`config.mk`:
```
export PLATFORM = sky130hd
export DESIGN_NAME = spi_master_tx
export DESIGN_NICKNAME = d
export VERILOG_FILES = /design/src/rtl/spi_pkg.sv /design/src/rtl/spi_sclk_divider.sv /design/src/rtl/spi_master_tx.sv
export SDC_FILE = /design/constraint.sdc
export NUM_CORES = 1
export LEC_CHECK = 0
export CAP_MARGIN = 20
export CORE_ASPECT_RATIO = 1.75
export CORE_MARGIN = 8
export CORE_UTILIZATION = 58
export CTS_CLUSTER_SIZE = 16
export DETAILED_ROUTE_END_ITERATION = 12
export PLACE_DENSITY = 0.84
export SETUP_SLACK_MARGIN = 0.05
export SLEW_MARGIN = 20
export SYNTH_ARGS = -nofsm -noshare
export SYNTH_HDL_FRONTEND = slang
export SYNTH_HIERARCHICAL = 1
export SYNTH_SLANG_ARGS = --single-unit
export TNS_END_PERCENT = 100
```
`constraint.sdc`:
```
create_clock -name clk -period 4.8 [get_ports clk]
set_input_delay 0.72 -clock clk [delete_from_list [all_inputs] [get_ports clk]]
set_output_delay 0.72 -clock clk [all_outputs]
set_load 0.02 [all_outputs]
```
`src/rtl/spi_pkg.sv`:
```
// Shared types and helpers for the 16-bit SPI master.
package spi_pkg;

  typedef enum logic [2:0] {IDLE, SETUP, LOW, HIGH, HOLD, GAP} spi_mst_state_t;

  localparam int unsigned SPI_WORD_BITS = 16;
  localparam int unsigned SPI_BYTE_BITS = 8;

  // Words travel byte 0 first, so the shift register holds the bytes swapped.
  function automatic logic [SPI_WORD_BITS-1:0] byte_swap16(input logic [SPI_WORD_BITS-1:0] w);
    return {w[SPI_BYTE_BITS-1:0], w[SPI_WORD_BITS-1:SPI_BYTE_BITS]};
  endfunction

endpackage

```
`src/rtl/spi_sclk_divider.sv`:
```
// Half-period counter for sclk; emits rise/fall strobes on the last cycle of each phase.
module spi_sclk_divider #(
  parameter int unsigned CLK_DIV = 4
) (
  input  logic clk,
  input  logic reset,
  input  logic enable,
  output logic phase_end,
  output logic rise,
  output logic fall
);

  localparam int unsigned CNT_W = (CLK_DIV > 1) ? $clog2(CLK_DIV) : 1;
  localparam logic [CNT_W-1:0] RELOAD = CNT_W'(CLK_DIV - 1);

  logic [CNT_W-1:0] cnt;
  logic             phase;  // 0: low half, 1: high half

  always_ff @(posedge clk or posedge reset) begin
    if (reset) begin
      cnt   <= RELOAD;
      phase <= 1'b0;
    end else if (!enable) begin
      cnt   <= RELOAD;
      phase <= 1'b0;
    end else if (cnt == '0) begin
      cnt   <= RELOAD;
      phase <= ~phase;
    end else begin
      cnt <= cnt - 1'b1;
    end
  end

  assign phase_end = enable && (cnt == '0);
  assign rise      = phase_end && !phase;
  assign fall      = phase_end && phase;

endmodule

```
`src/rtl/spi_master_tx.sv`:
```
// SPI master (CPOL=0, active-high cs): one 16-bit word per handshake, byte 0 first, MSB first.
module spi_master_tx
  import spi_pkg::*;
#(
  parameter int unsigned CLK_DIV  = 4,
  parameter int unsigned CS_SETUP = 2,
  parameter int unsigned CS_HOLD  = 2,
  parameter int unsigned GAP      = 2
) (
  input  logic                     clk,
  input  logic                     reset,
  input  logic                     tx_valid,
  input  logic [SPI_WORD_BITS-1:0] tx_data,
  output logic                     tx_ready,
  input  logic                     miso,
  output logic                     sclk,
  output logic                     mosi,
  output logic                     cs,
  output logic                     busy,
  output logic [SPI_WORD_BITS-1:0] rx_data,
  output logic                     done
);

  localparam int unsigned MAX_A = (CLK_DIV > CS_SETUP) ? CLK_DIV : CS_SETUP;
  localparam int unsigned MAX_B = (CS_HOLD > GAP) ? CS_HOLD : GAP;
  localparam int unsigned MAX_C = (MAX_A > MAX_B) ? MAX_A : MAX_B;
  localparam int unsigned DIV_W = $clog2(MAX_C + 1);

  localparam logic [DIV_W-1:0] SETUP_LOAD = DIV_W'(CS_SETUP - 1);
  localparam logic [DIV_W-1:0] HOLD_LOAD  = DIV_W'(CS_HOLD - 1);
  // The IDLE accept cycle is the last cs-low cycle, so GAP state covers one fewer.
  localparam logic [DIV_W-1:0] GAP_LOAD   = DIV_W'(GAP - 2);
  localparam logic [3:0]       LAST_BIT   = 4'(SPI_WORD_BITS - 1);

  spi_mst_state_t            state;
  logic [DIV_W-1:0]          div_cnt;
  logic [SPI_WORD_BITS-1:0]  tx_shift;
  logic [SPI_WORD_BITS-1:0]  rx_shift;
  logic [3:0]                bit_cnt;
  logic                      sclk_en;
  logic                      phase_end;
  logic                      rise;
  logic                      fall;

  assign sclk_en  = (state == LOW) || (state == HIGH);
  assign tx_ready = (state == IDLE);
  assign busy     = (state != IDLE) || tx_valid;

  spi_sclk_divider #(
    .CLK_DIV(CLK_DIV)
  ) u_div (
    .clk      (clk),
    .reset    (reset),
    .enable   (sclk_en),
    .phase_end(phase_end),
    .rise     (rise),
    .fall     (fall)
  );

  always_ff @(posedge clk or posedge reset) begin
    if (reset) begin
      state    <= IDLE;
      div_cnt  <= '0;
      tx_shift <= '0;
      rx_shift <= '0;
      bit_cnt  <= '0;
      sclk     <= 1'b0;
      mosi     <= 1'b0;
      cs       <= 1'b0;
      done     <= 1'b0;
      rx_data  <= '0;
    end else begin
      done <= 1'b0;
      case (state)
        IDLE: begin
          if (tx_valid) begin
            tx_shift <= byte_swap16(tx_data);
            rx_shift <= '0;
            bit_cnt  <= '0;
            cs       <= 1'b1;
            mosi     <= tx_data[SPI_BYTE_BITS-1];
            div_cnt  <= SETUP_LOAD;
            state    <= SETUP;
          end
        end
        SETUP: begin
          if (div_cnt == '0) begin
            div_cnt <= '0;
            state   <= LOW;
          end else begin
            div_cnt <= div_cnt - 1'b1;
          end
        end
        LOW, HIGH: begin
          if (phase_end) begin
            sclk <= rise;
            if (rise) begin
              state <= HIGH;
            end
            // Falling edge: slave updated miso on the preceding rise.
            if (fall) begin
              rx_shift <= {rx_shift[SPI_WORD_BITS-2:0], miso};
              tx_shift <= {tx_shift[SPI_WORD_BITS-2:0], 1'b0};
              mosi     <= tx_shift[SPI_WORD_BITS-2];
              bit_cnt  <= bit_cnt + 1'b1;
              if (bit_cnt == LAST_BIT) begin
                div_cnt <= HOLD_LOAD;
                state   <= HOLD;
              end else begin
                state <= LOW;
              end
            end
          end
        end
        HOLD: begin
          if (div_cnt == '0) begin
            cs      <= 1'b0;
            done    <= 1'b1;
            mosi    <= 1'b0;
            rx_data <= byte_swap16(rx_shift);
            div_cnt <= GAP_LOAD;
            state   <= spi_pkg::GAP;
          end else begin
            div_cnt <= div_cnt - 1'b1;
          end
        end
        spi_pkg::GAP: begin
          if (div_cnt == '0) begin
            state <= IDLE;
          end else begin
            div_cnt <= div_cnt - 1'b1;
          end
        end
        default: state <= IDLE;
      endcase
    end
  end

endmodule
```
Word-level counts from Yosys, hierarchy flattened --
Cells that the tools add are included.
Storage, ports and cells: register bits after elaboration 64, latch bits 0, memory bits (writable) 0, bits in read-only memories 0, input port bits 20, output and inout bits 22, word-level logic and storage cells 95, memories kept 0
Operators by class: $add $sub $neg 3, multipliers 0, divide/modulo/power cells 0, $lt $le $gt $ge 0, eq/ne operators 16, shift-type cells 0, multiplexer cells 40, bitwise operators 1, reduce and logical (&&, ||, !) cells 23
Operators by type and width (number):
- $mux W16 | 3
- $mux W15 | 3
- $mux W3 | 13
- $pmux W16 S2 | 1
- $pmux W15 S2 | 1
- $ne A2 B2 Y1 const B | 8
- $pmux W3 S5 | 1
- $mux W4 | 3
- $pmux W3 S4 | 1
- $reduce_and A6 Y1 | 2
- $mux W1 | 9
- $pmux W4 S2 | 1
- $eq A3 B2 Y1 const B | 2
- $eq A3 B3 Y1 const B | 2
- $logic_not A3 Y1 | 2
- $reduce_bool A3 Y1 | 2
- $reduce_and A5 Y1 | 1
- $add A4 B1 Y4 const B | 1
- $eq A4 B4 Y1 const B | 1
- $mux W2 | 2
- $reduce_and A2 Y1 | 2
- $reduce_and A4 Y1 | 1
- $reduce_bool A2 Y1 | 2
- $reduce_bool A4 Y1 | 1
- other kinds (14) | 18

Logic depth before layout (Yosys ltp) --
Gate-level depths: netlist (run 1).
depth after elaboration 8, depth in mapped cells 10, mapped depth without buffers 8

By module --
The synthesis (run 1) kept the hierarchy.
Modules (own cells, without submodules):
- spi_master_tx | times used 1, cells an instance 274, area each 2721.4 µm²
- spi_sclk_divider | times used 1, cells an instance 14, area each 146.4 µm²

Worst setup path after synthesis (run 1) --
OpenSTA, ideal clock, no wires.
path type register to output, start point register state[2], end point output port busy, data arrival time 1553 ps, required time 4080 ps, slack 2527 ps, stages on the path, launching flop included 4, buffers on the path 1, path through dfrtp_1 > buf_2 > nor3_1 > nand2b_1
Between the ends: longest elaborated chain between the ends 2
RTL lines:
- start: declaration | RTL line spi_master_tx.sv:35 | spi_mst_state_t state;
- start signal: assignment | RTL line spi_master_tx.sv:122 | state <= spi_pkg::GAP;
- $reduce_bool A3 Y1 | RTL line spi_master_tx.sv:47 | assign busy = (state != IDLE) || tx_valid;
- $logic_or A1 B1 Y1 | RTL line spi_master_tx.sv:47
- end: declaration | RTL line spi_master_tx.sv:19 | output logic busy,
No other way between the ends.

Worst setup path after layout (run 1) --
start point register state[2], end point register bit_cnt[2]
Between the ends: longest elaborated chain between the ends 6
RTL lines:
- $eq A3 B2 Y1 | RTL line spi_master_tx.sv:45 | assign sclk_en = (state == LOW) || (state == HIGH);
- $logic_or A1 B1 Y1 * | RTL line spi_master_tx.sv:45
- $logic_and A1 B1 Y1 * | RTL line spi_sclk_divider.sv:34 | assign phase_end = enable && (cnt == '0);
- via phase_end | RTL line spi_master_tx.sv:41 | logic phase_end;
- $logic_and A1 B1 Y1 | RTL line spi_sclk_divider.sv:36 | assign fall = phase_end && phase;
- $ne A2 B2 Y1 (no line)
- $reduce_and A4 Y1 (no line) *
- end signal: assignment | RTL line spi_master_tx.sv:105 | bit_cnt <= bit_cnt + 1'b1;
- end: declaration | RTL line spi_master_tx.sv:39 | logic [3:0] bit_cnt;
Mark *: on every way through the listed nets, which the timed path passes. The rest lies on a longest branch. A chain may end at the register's enable or synchronous reset.

==> flow_summary_export.csv, run 1 <==
group,metric,value,unit
run_status,outcome,"finished clean",
timing,relSlewSlack,31.54,%
critical_path,crit_required,5.07,ns
detailed_routing,routed_wl,5964,um
synthesis,synth_area_leaders,"dfrtp_1 54%, nand2_1 9.0%, mux2_2 6.7%, a31oi_1 3.7%, nand3_1 3.5%",
critical_path,start_kind,"flip-flop",
die,initial_core_util,59.13,%
die,dieArea,7539,um^2
cells_and_area,antenna_cells,0,
detailed_routing,wl_per_cell,15.49,um
detailed_routing,drc,0,
timing,fin_tns_setup,0,ns
cells_and_area,post-route-util,71.75,%
cells_and_area,multi_input_area,1142,um^2
global_route,met2_usage,29.25,%
synthesis,yosysMostFrequentCell,"nand2_1",
pwr,p_per_area,491.5,nW/um^2
clock_tree,cts.clk_slew.worst_paths,0.07,ns
synthesis,synth_nets,312,
cells_and_area,nFillCells,358,
die,die_y,109.0,um
synthesis,ys_warn_count,6,
timing,tightest_slew,1.025,ns
synthesis,synth.avg_cell_area,9.957,um^2
clock_tree,cts_tree,"built",
run,max-cap-violations,0,
detailed_routing,vias,2155,
cells_and_area,syn2layout_area_growth,21.34,%
clock_tree,h-tree-depth,3,
global_route,grt_overflow,0,
synthesis,ys.flop_type,"dfrtp_1",
timing,finClkSkew,0.006200,ns
placement,gp_congestion,0.8192,
global_route,gr-usage-all-layers,16.95,%
global_route,grt_pass1_wl,10340,um
cells_and_area,finalNonFillerCells,385,
detailed_routing,drt_first_pass_iters,4,
die,io_pins,42,
synthesis,yosysSeqAreaShare,55.93,%
synthesis,synth_cells,288,
worst_hold_path,min_path_type,"flip-flop to flip-flop",
global_route,met3_usage,5.009,%
die,floorplan.rows,34,
synthesis,yosys.cell_types.count,41,
placement,dp.cells,369,
detailed_routing,routed_via_density,5.597,
synthesis,synth_edf_count,0,
synthesis,syn-cell-area,2868,um^2
synthesis,yosys.area.top_type_share,54.10,%
timing,finalHoldViolCount,0,
die,die_w,69.16,um
pwr,finalPower,1.710,mW
global_route,grt_pass1_vias,2307,
cells_and_area,nets,350,
critical_path,cp.arrival,3.81,ns
cells_and_area,regArea,1604,um^2
clock_tree,cts_resized,0,
critical_path,cp-end-kind,"flip-flop",
clock_tree,cts-buffers-inserted,9,
global_route,grt-busiest-layer,"met2",
clock_tree,clkLatencyLatePin,0.34,ns
pwr,ir_drop,0.4002,mV
die,fp.coreArea,4850,um^2
placement,portBuffers,41,
timing,report.final.setup_viol,0,
synthesis,ys_ff_latch,64,
timing,slew_viol_final,0,
clock_tree,postCtsSetupBuffers,0,
clock_tree,ctsHoldBuffers,0,
clock_tree,root_buffer,"clkbuf_8",
global_route,grt_max_degree,47,
timing,timing.fmax,282.5,MHz
timing,fin_ws,1.260,ns
synthesis,synthTopCellsByCount,"69 x nand2_1, 62 x dfrtp_1, 20 x nand3_1, 20 x nor2_1",
cells_and_area,drive_gt1_share,12.39,%
placement,place_hpwl,4057,um
synthesis,yosys.area.top_type,"dfrtp_1",
clock_tree,cts_buffer_depth,2,
pwr,p_leak,1.670,nW
global_route,antenna_found_initial,0,
timing,rsz0062_at_grt,"false",
clock_tree,clock_sinks,64,
global_route,grt_use_met1,18.33,%
critical_path,worstSetupPathType,"flip-flop to flip-flop",
placement,dp_slack,1.301,ns
detailed_routing,drt_iter0_drc,158,
timing,post-route-min-period,3.540,ns
synthesis,async_flop_share,100.0,%
detailed_routing,postRouteAntennaNets,0,
timing,finalCritPeriodShare,73.75,%
critical_path,crit_fanout,46,
==> cell type report <==
cell class                 instances  area share (%)
clock inverter                     5           1.582
sequential                        64           46.10
tap                               54           1.942
inverter                          11           1.187
multi-input combinational        198           32.83
clock buffer                      11           4.351
timing repair buffer              42           12.01
==> through the flow <==
step / area, um^2 / hold slack, ns
after global placement: 3273 / 0.4540
after CTS: 3480 / 0.4853
after floorplan: 2868 / 0.4348
final: 3480 / 0.4819
after global routing: 3480 / 0.4984
after detailed placement: 3273 / 0.4696
==> layer usage <==
| metal | routed length (um) | share of wire, % |
|---|---|---|
| met1 | 2382 | 40 |
| met2 | 3210 | 54 |
| met3 | 232 | 3.9 |
| met4 | 138 | 2.3 |
| met5 | 0 | 0 |
==> cell usage in the layout (no fill, tap or decap), types with 2 or more instances in the layout <==
cell,instances
ha_1,4
clkinvlp_4,2
clkinv_2,2
clkdlybuf4s50_1,41
a21oi_1,5
and2_1,3
mux2i_1,3
dfrtp_1,62
nand2b_1,5
mux2_2,17
o21ai_0,8
dfstp_2,2
inv_2,2
nor3_1,2
nor2_1,20
inv_1,9
and2_0,2
nand3_1,20
o31ai_1,2
nand2_1,69
nor2b_1,3
clkbuf_8,11
a31oi_1,17
==> sequential cells by signal (all words and copies together), names as in the netlist <==
signal,count
rx_data,16
rx_shift,16
tx_shift,15
bit_cnt,4
div_cnt,3
state,3
u_div/cnt,2
cs,1
done,1
mosi,1
sclk,1
u_div/phase,1
==> worst paths after layout <==
kind,from,endpoint,slack [ns],cells past startpoint
max in group asynchronous,reset,rx_data[14]$_DFFE_PP0P_,3.20,3
min reg2reg,u_div/cnt[0]$_DFF_PP1_,u_div/cnt[0]$_DFF_PP1_,0.48,1
max,state[2]$_DFFE_PP0P_,bit_cnt[2]$_DFFE_PP0P_,1.26,7
min in group asynchronous,reset,u_div/phase$_DFFE_PP0P_,0.59,2
min,u_div/cnt[0]$_DFF_PP1_,u_div/cnt[0]$_DFF_PP1_,0.48,1
max reg2reg,state[2]$_DFFE_PP0P_,bit_cnt[2]$_DFFE_PP0P_,1.26,7
==> worst max-delay path: stages, from the launching register on <==
cell and delay (ns):
dfrtp_1 0.55, nand2b_1 0.54, inv_2 0.62, and2_1 0.32, nand3_1 0.19, a21oi_4 0.86
nand2_1 0.15, o21ai_0 0.20
==> where the power goes <==
group	switching [mW]	internal (mW)	total, mW
registers	0.0990	0.669	0.768
logic	0.281	0.189	0.470
clock network	0.206	0.266	0.472
==> kinds of logic after synthesis <==
family / after synthesis / synth area share, %
adder cells (fa/ha/maj): 5 / 2.094
AND/OR/NAND/NOR: 129 / 19.85
buffers and inverters: 26 / 4.232
AO/OA/AOI/OAI: 42 / 9.556
flip-flops: 64 / 55.93
XOR/XNOR: 2 / 0.6109
multiplexers: 20 / 7.722
Power figures use the tool's default switching activity.
==> run 2: changes to the inputs <==
- CORE_UTILIZATION: 58 -> 48
- PLACE_DENSITY: 0.84 -> 0.75
- clock period: 4.8 -> 3.11 ns (I/O delays scaled with it)
==> run 2 against run 1 <==
Effect of this change:
- register-to-register slack got worse by 0.52 ns
- critical path depth decreased by 5
- global-route usage decreased by 2.5 points
- final cell count increased by 7.0%
- via count about the same
- clock skew increased by 0.0043 ns
- utilization decreased by 11 points
- critical path type is now flip-flop to output port
- critical endpoint is now tx_ready
- highest routed layer unchanged
==> flow_summary_export.csv, run 2 (same netlist as run 1, synthesis figures left out) <==
group,metric,value,unit
run_status,outcome,"finished clean",
placement,dp_slack,0.6777,ns
timing,tightest_slew,0.7601,ns
pwr,p_per_area,751.7,nW/um^2
critical_path,cp.arrival,2.12,ns
clock_tree,clock_sinks,64,
critical_path,crit_fanout,14,
global_route,antenna_found_initial,0,
pwr,p_int,1.797,mW
cells_and_area,multi_input_area,1142,um^2
critical_path,path_cells,"nor3_1 > clkdlybuf4s50_1",
run,max-cap-violations,0,
cells_and_area,nets,353,
pwr,p_leak,1.696,nW
timing,finalHoldViolCount,0,
global_route,grt_pass1_wl,9977,um
clock_tree,cts.clk_slew.worst_paths,0.07,ns
die,die_w,74.43,um
cells_and_area,syn2layout_area_growth,23.56,%
detailed_routing,drt_iter0_drc,86,
timing,report.final.setup_viol,0,
timing,finClkSkew,0.01046,ns
detailed_routing,routed_wl,5778,um
timing,finalCritPeriodShare,83.32,%
die,initial_core_util,49.16,%
pwr,p_clk_share,28.3,%
clock_tree,cts_buffer_depth,2,
global_route,grt_max_degree,62,
detailed_routing,postRouteAntennaNets,0,
timing,fin_ws,0.5189,ns
critical_path,critPathSlowestCell,"clkdlybuf4s50_1",
cells_and_area,nFillCells,522,
clock_tree,h-tree-depth,3,
clock_tree,cts_tree,"built",
critical_path,critPathMaxStageDelay,0.71,ns
detailed_routing,drc,0,
cells_and_area,layout_commonest_cell,"nand2_1",
pwr,ir_drop,0.4117,mV
placement,portBuffers,41,
pwr,combPwrFrac,27.3,%
clock_tree,clkLatencyLatePin,0.34,ns
timing,rsz0062_at_grt,"false",
clock_tree,root_buffer,"clkbuf_8",
die,floorplan.rows,37,
critical_path,cp-end-kind,"output port",
pwr,power_switching,0.8662,mW
clock_tree,postCtsSetupBuffers,0,
cells_and_area,final_cell_mix,"69 x nand2_1, 62 x dfrtp_1, 41 x clkdlybuf4s50_1, 20 x nand3_1, 20 x nor2_1",
timing,post-route-min-period,2.591,ns
global_route,grt_pass1_vias,2157,
detailed_routing,routed_via_density,5.233,
global_route,gr-usage-all-layers,14.48,%
pwr,switching_share,32.52,%
die,fp.coreArea,5833,um^2
worst_hold_path,min_path_type,"primary input to async pin",
critical_path,worst_r2r_path_depth,8,
timing,timing.fmax,385.9,MHz
critical_path,worstSetupPathType,"flip-flop to output port",
timing,slew_viol_final,0,
timing,relSlewSlack,49.33,%
detailed_routing,vias,2156,
cells_and_area,largestRegisters,"rx_data x16, rx_shift x16, tx_shift x15",
detailed_routing,wl_per_cell,14.02,um
pwr,finalPower,2.664,mW
pwr,power_frac_seq,44.4,%
die,die_y,118.3,um
die,dieArea,8801,um^2
die,io_pins,42,
cells_and_area,antenna_cells,0,
placement,place_hpwl,4048,um
clock_tree,ctsHoldBuffers,0,
global_route,grt_overflow,0,
critical_path,start_kind,"flip-flop",
critical_path,crit_required,2.64,ns
cells_and_area,regArea,1604,um^2
placement,gp_congestion,0.8330,
clock_tree,cts_resized,0,
timing,fin_tns_setup,0,ns
critical_path,r2r_slack,0.74,ns
detailed_routing,drt_first_pass_iters,5,
cells_and_area,drive_gt1_share,12.87,%
clock_tree,cts-buffers-inserted,9,
-- run 2: cell types whose count changed in the layout (fill, tap and decap cells not counted) --
cell,change
clkbuf_8,+2
clkbuf_1,+1
clkinv_2,-1
clkinvlp_4,-2
buf_4,+3
-- run 2: area by class of cell --
| type | count | share of cell area (%) |
|---|---|---|
| clock inverters | 2 | 0.9887 |
| repair buffers | 45 | 12.43 |
| inverters | 11 | 1.165 |
| multi-input cells | 198 | 32.24 |
| flip-flops and latches | 64 | 45.27 |
| clock buffers | 14 | 5.155 |
| well taps | 78 | 2.754 |
-- run 2: path summary, 6_finish.rpt --
| check | startpoint | end |
|---|---|---|
| setup / recovery | state[2]$_DFFE_PP0P_ | tx_ready |
| hold / removal | reset | u_div/phase$_DFFE_PP0P_ |
| setup reg to reg | state[2]$_DFFE_PP0P_ | bit_cnt[2]$_DFFE_PP0P_ |
| max in group asynchronous | reset | rx_data[8]$_DFFE_PP0P_ |
| min in group clk | sclk$_DFFE_PP0P_ | sclk$_DFFE_PP0P_ |
| hold reg to reg | sclk$_DFFE_PP0P_ | sclk$_DFFE_PP0P_ |
-- run 2: layer usage --
metal	vias to the layer above	wire (um)	track usage, %
met2	44	3028	23.57
li1	1059	-	-
met4	0	158	7.407
met3	15	235	4.657
met5	-	0	0
met1	1038	2356	16.09
-- run 2: through the flow --
stage / area, um^2 / cells / utilization (%) / hold WS [ns]
after floorplan: 2868 / 288 / - / 0.2187
after global placement: 3326 / 396 / 57.01 / 0.4513
after detailed placement: 3326 / 396 / 57.01 / 0.4614
after CTS: 3543 / 412 / 60.75 / 0.3347
after global routing: 3543 / 412 / 60.75 / 0.3500
final: 3543 / 412 / 60.75 / 0.3438
-- run 2: power by group through the flow --
stage                     sequential [mW]  combinational (mW)  clock, mW
after floorplan                      1.15               0.584          0
final                                1.18               0.727      0.753
after CTS                            1.18               0.741      0.770
after detailed placement             1.20               0.735          0
after global routing                 1.21               0.833      0.809
after global placement               1.19               0.714          0
-- run 2: critical path, delay by kind of cell, from the launching register on --
kind | cells | cell delay (ns)
AND/OR/NAND/NOR | 1 | 0.51
flip-flops | 1 | 0.57
buffers and inverters | 1 | 0.71
==> run 3: changes to the inputs <==
- clock period: 3.11 -> 2.3 ns (I/O delays scaled with it)
==> run 3 against run 2 <==
Effect of this change:
- wire length is 4.4% higher
- die area stayed put
- final area is 2.5% higher
- non-clock buffer count is 8 higher
- power is 38% higher
- final cell count is 1.9% higher
- sequential cell count stayed put
- first-iteration DRC count is 21% higher
- critical path type is now flip-flop to flip-flop
- largest cell class unchanged
- largest power group unchanged
==> flow_summary_export.csv, run 3 (same netlist as run 1, synthesis figures left out) <==
group,metric,value,unit
cells_and_area,syn2layout_area_growth,26.70,%
die,initial_core_util,49.16,%
critical_path,cp.arrival,2.37,ns
critical_path,start_kind,"flip-flop",
detailed_routing,routed_via_density,5.186,
clock_tree,cts.clk_slew.worst_paths,0.07,ns
global_route,antenna_found_initial,0,
cells_and_area,layout_commonest_cell,"nand2_1",
critical_path,worstSetupPathType,"flip-flop to flip-flop",
pwr,p_leak,1.759,nW
run,max-cap-violations,0,
global_route,grt_overflow,0,
detailed_routing,routed_wl,6032,um
die,dieArea,8801,um^2
worst_hold_path,min_path_type,"primary input to async pin",
placement,gp_congestion,0.8831,
critical_path,cp-end-kind,"flip-flop",
placement,portBuffers,41,
clock_tree,postCtsSetupBuffers,0,
clock_tree,cts_buffer_depth,2,
timing,post-route-min-period,2.118,ns
clock_tree,cts_tree,"built",
detailed_routing,drt_iter0_drc,104,
pwr,p_per_area,1013,nW/um^2
cells_and_area,final_cell_mix,"69 x nand2_1, 62 x dfrtp_1, 39 x clkdlybuf4s50_1, 20 x nand3_1, 20 x nor2_1",
critical_path,r2r_slack,0.18,ns
cells_and_area,post-route-util,62.29,%
detailed_routing,drt_first_pass_iters,5,
timing,tightest_slew,0.4712,ns
timing,relSlewSlack,68.26,%
global_route,grt_pass1_wl,10200,um
timing,timing.fmax,472.2,MHz
cells_and_area,antenna_cells,0,
run_status,outcome,"finished clean",
critical_path,critPathSlowestCell,"dfstp_2",
detailed_routing,vias,2178,
critical_path,worst_r2r_path_depth,7,
die,die_w,74.43,um
clock_tree,ctsHoldBuffers,0,
die,die_y,118.3,um
die,io_pins,42,
timing,slew_viol_final,0,
critical_path,path_cells,"inv_1 > ha_1 > and3_1 > and4_1 > and2_0 > o21ai_0 > mux2i_1",
clock_tree,cts_resized,0,
timing,finalHoldViolCount,0,
timing,whs,0.2215,ns
clock_tree,root_buffer,"clkbuf_8",
clock_tree,clkLatencyLatePin,0.33,ns
placement,place_hpwl,4232,um
global_route,gr-usage-all-layers,14.74,%
cells_and_area,drive_gt1_share,14.91,%
timing,finalCritPeriodShare,92.08,%
detailed_routing,wl_per_cell,14.36,um
critical_path,critPathMaxStageDelay,0.53,ns
die,floorplan.rows,37,
critical_path,path_buf_inv,1,
critical_path,r2r_end,"div_cnt[1]$_DFFE_PP0P_",
cells_and_area,largestRegisters,"rx_data x16, rx_shift x16, tx_shift x15",
pwr,finalPower,3.679,mW
timing,rsz0062_at_grt,"false",
detailed_routing,drc,0,
critical_path,path_delay_family,"simple AND/OR/NAND/NOR gates",
global_route,met2_usage,25.44,%
cells_and_area,nets,361,
timing,fin_tns_setup,0,ns
global_route,met3_usage,4.234,%
clock_tree,h-tree-depth,3,
die,fp.coreArea,5833,um^2
detailed_routing,postRouteAntennaNets,0,
global_route,grt_use_met1,15.29,%
critical_path,r2r-start,"u_div/cnt[0]$_DFF_PP1_",
clock_tree,cts-buffers-inserted,9,
timing,finClkSkew,0.007006,ns
pwr,ir_drop,0.4955,mV
global_route,grt-busiest-layer,"met2",
timing,report.final.setup_viol,0,
critical_path,crit_fanout,5,
global_route,grt_pass1_vias,2304,
critical_path,crit_required,2.56,ns
clock_tree,clock_sinks,64,
critical_path,cp_num_cells,7,
global_route,grt_max_degree,62,
==> run 3: changes by cell type in the layout (fill, tap and decap cells not counted) <==
cell / delta
buf_4: +6
buf_12: +2
clkdlybuf4s50_1: -2
dlymetal6s2s_1: +2
==> run 3: through the flow <==
stage	instance area, um^2	worst slack (ns)	std cells
floorplan	2868	0.06441	288
CTS	3628	0.09409	420
global route	3633	0.05339	420
detailed placement	3411	0.1938	404
finish	3633	0.1821	420
global placement	3411	0.2144	404
==> run 3: how the worst max path moves through the flow <==
stage / start / slack, ns / end
2_1_floorplan: state[2]$_DFFE_PP0P_ / 0.06 / bit_cnt[2]$_DFFE_PP0P_
3_3_place_gp: tx_valid / 0.21 / bit_cnt[2]$_DFFE_PP0P_
3_5_place_dp: tx_valid / 0.19 / bit_cnt[2]$_DFFE_PP0P_
4_1_cts: state[1]$_DFFE_PP0P_ / 0.09 / busy
5_1_grt: u_div/cnt[0]$_DFF_PP1_ / 0.05 / div_cnt[0]$_DFFE_PP0P_
6_report: u_div/cnt[0]$_DFF_PP1_ / 0.18 / div_cnt[1]$_DFFE_PP0P_
==> run 3: final cells by class <==
class,instances,area [um^2]
clock inverters,2,35.03
repair buffers,53,530.5
multi-input cells,198,1142
inverters,11,41.29
well taps,78,97.59
fillers,532,2200
clock buffers,14,182.7
flip-flops and latches,64,1604
==> run 3: metal layers <==
layer | up-vias | routed length (um)
li1 | 1063 | -
met1 | 1049 | 2310
met2 | 48 | 3310
met3 | 18 | 217
met4 | 0 | 193
met5 | - | 0
==> run 3: power breakdown <==
group          switching [mW]  internal [mW]  leakage, nW
clock network           0.403          0.618        0.113
registers               0.165           1.40        0.814
logic                   0.635          0.462        0.832
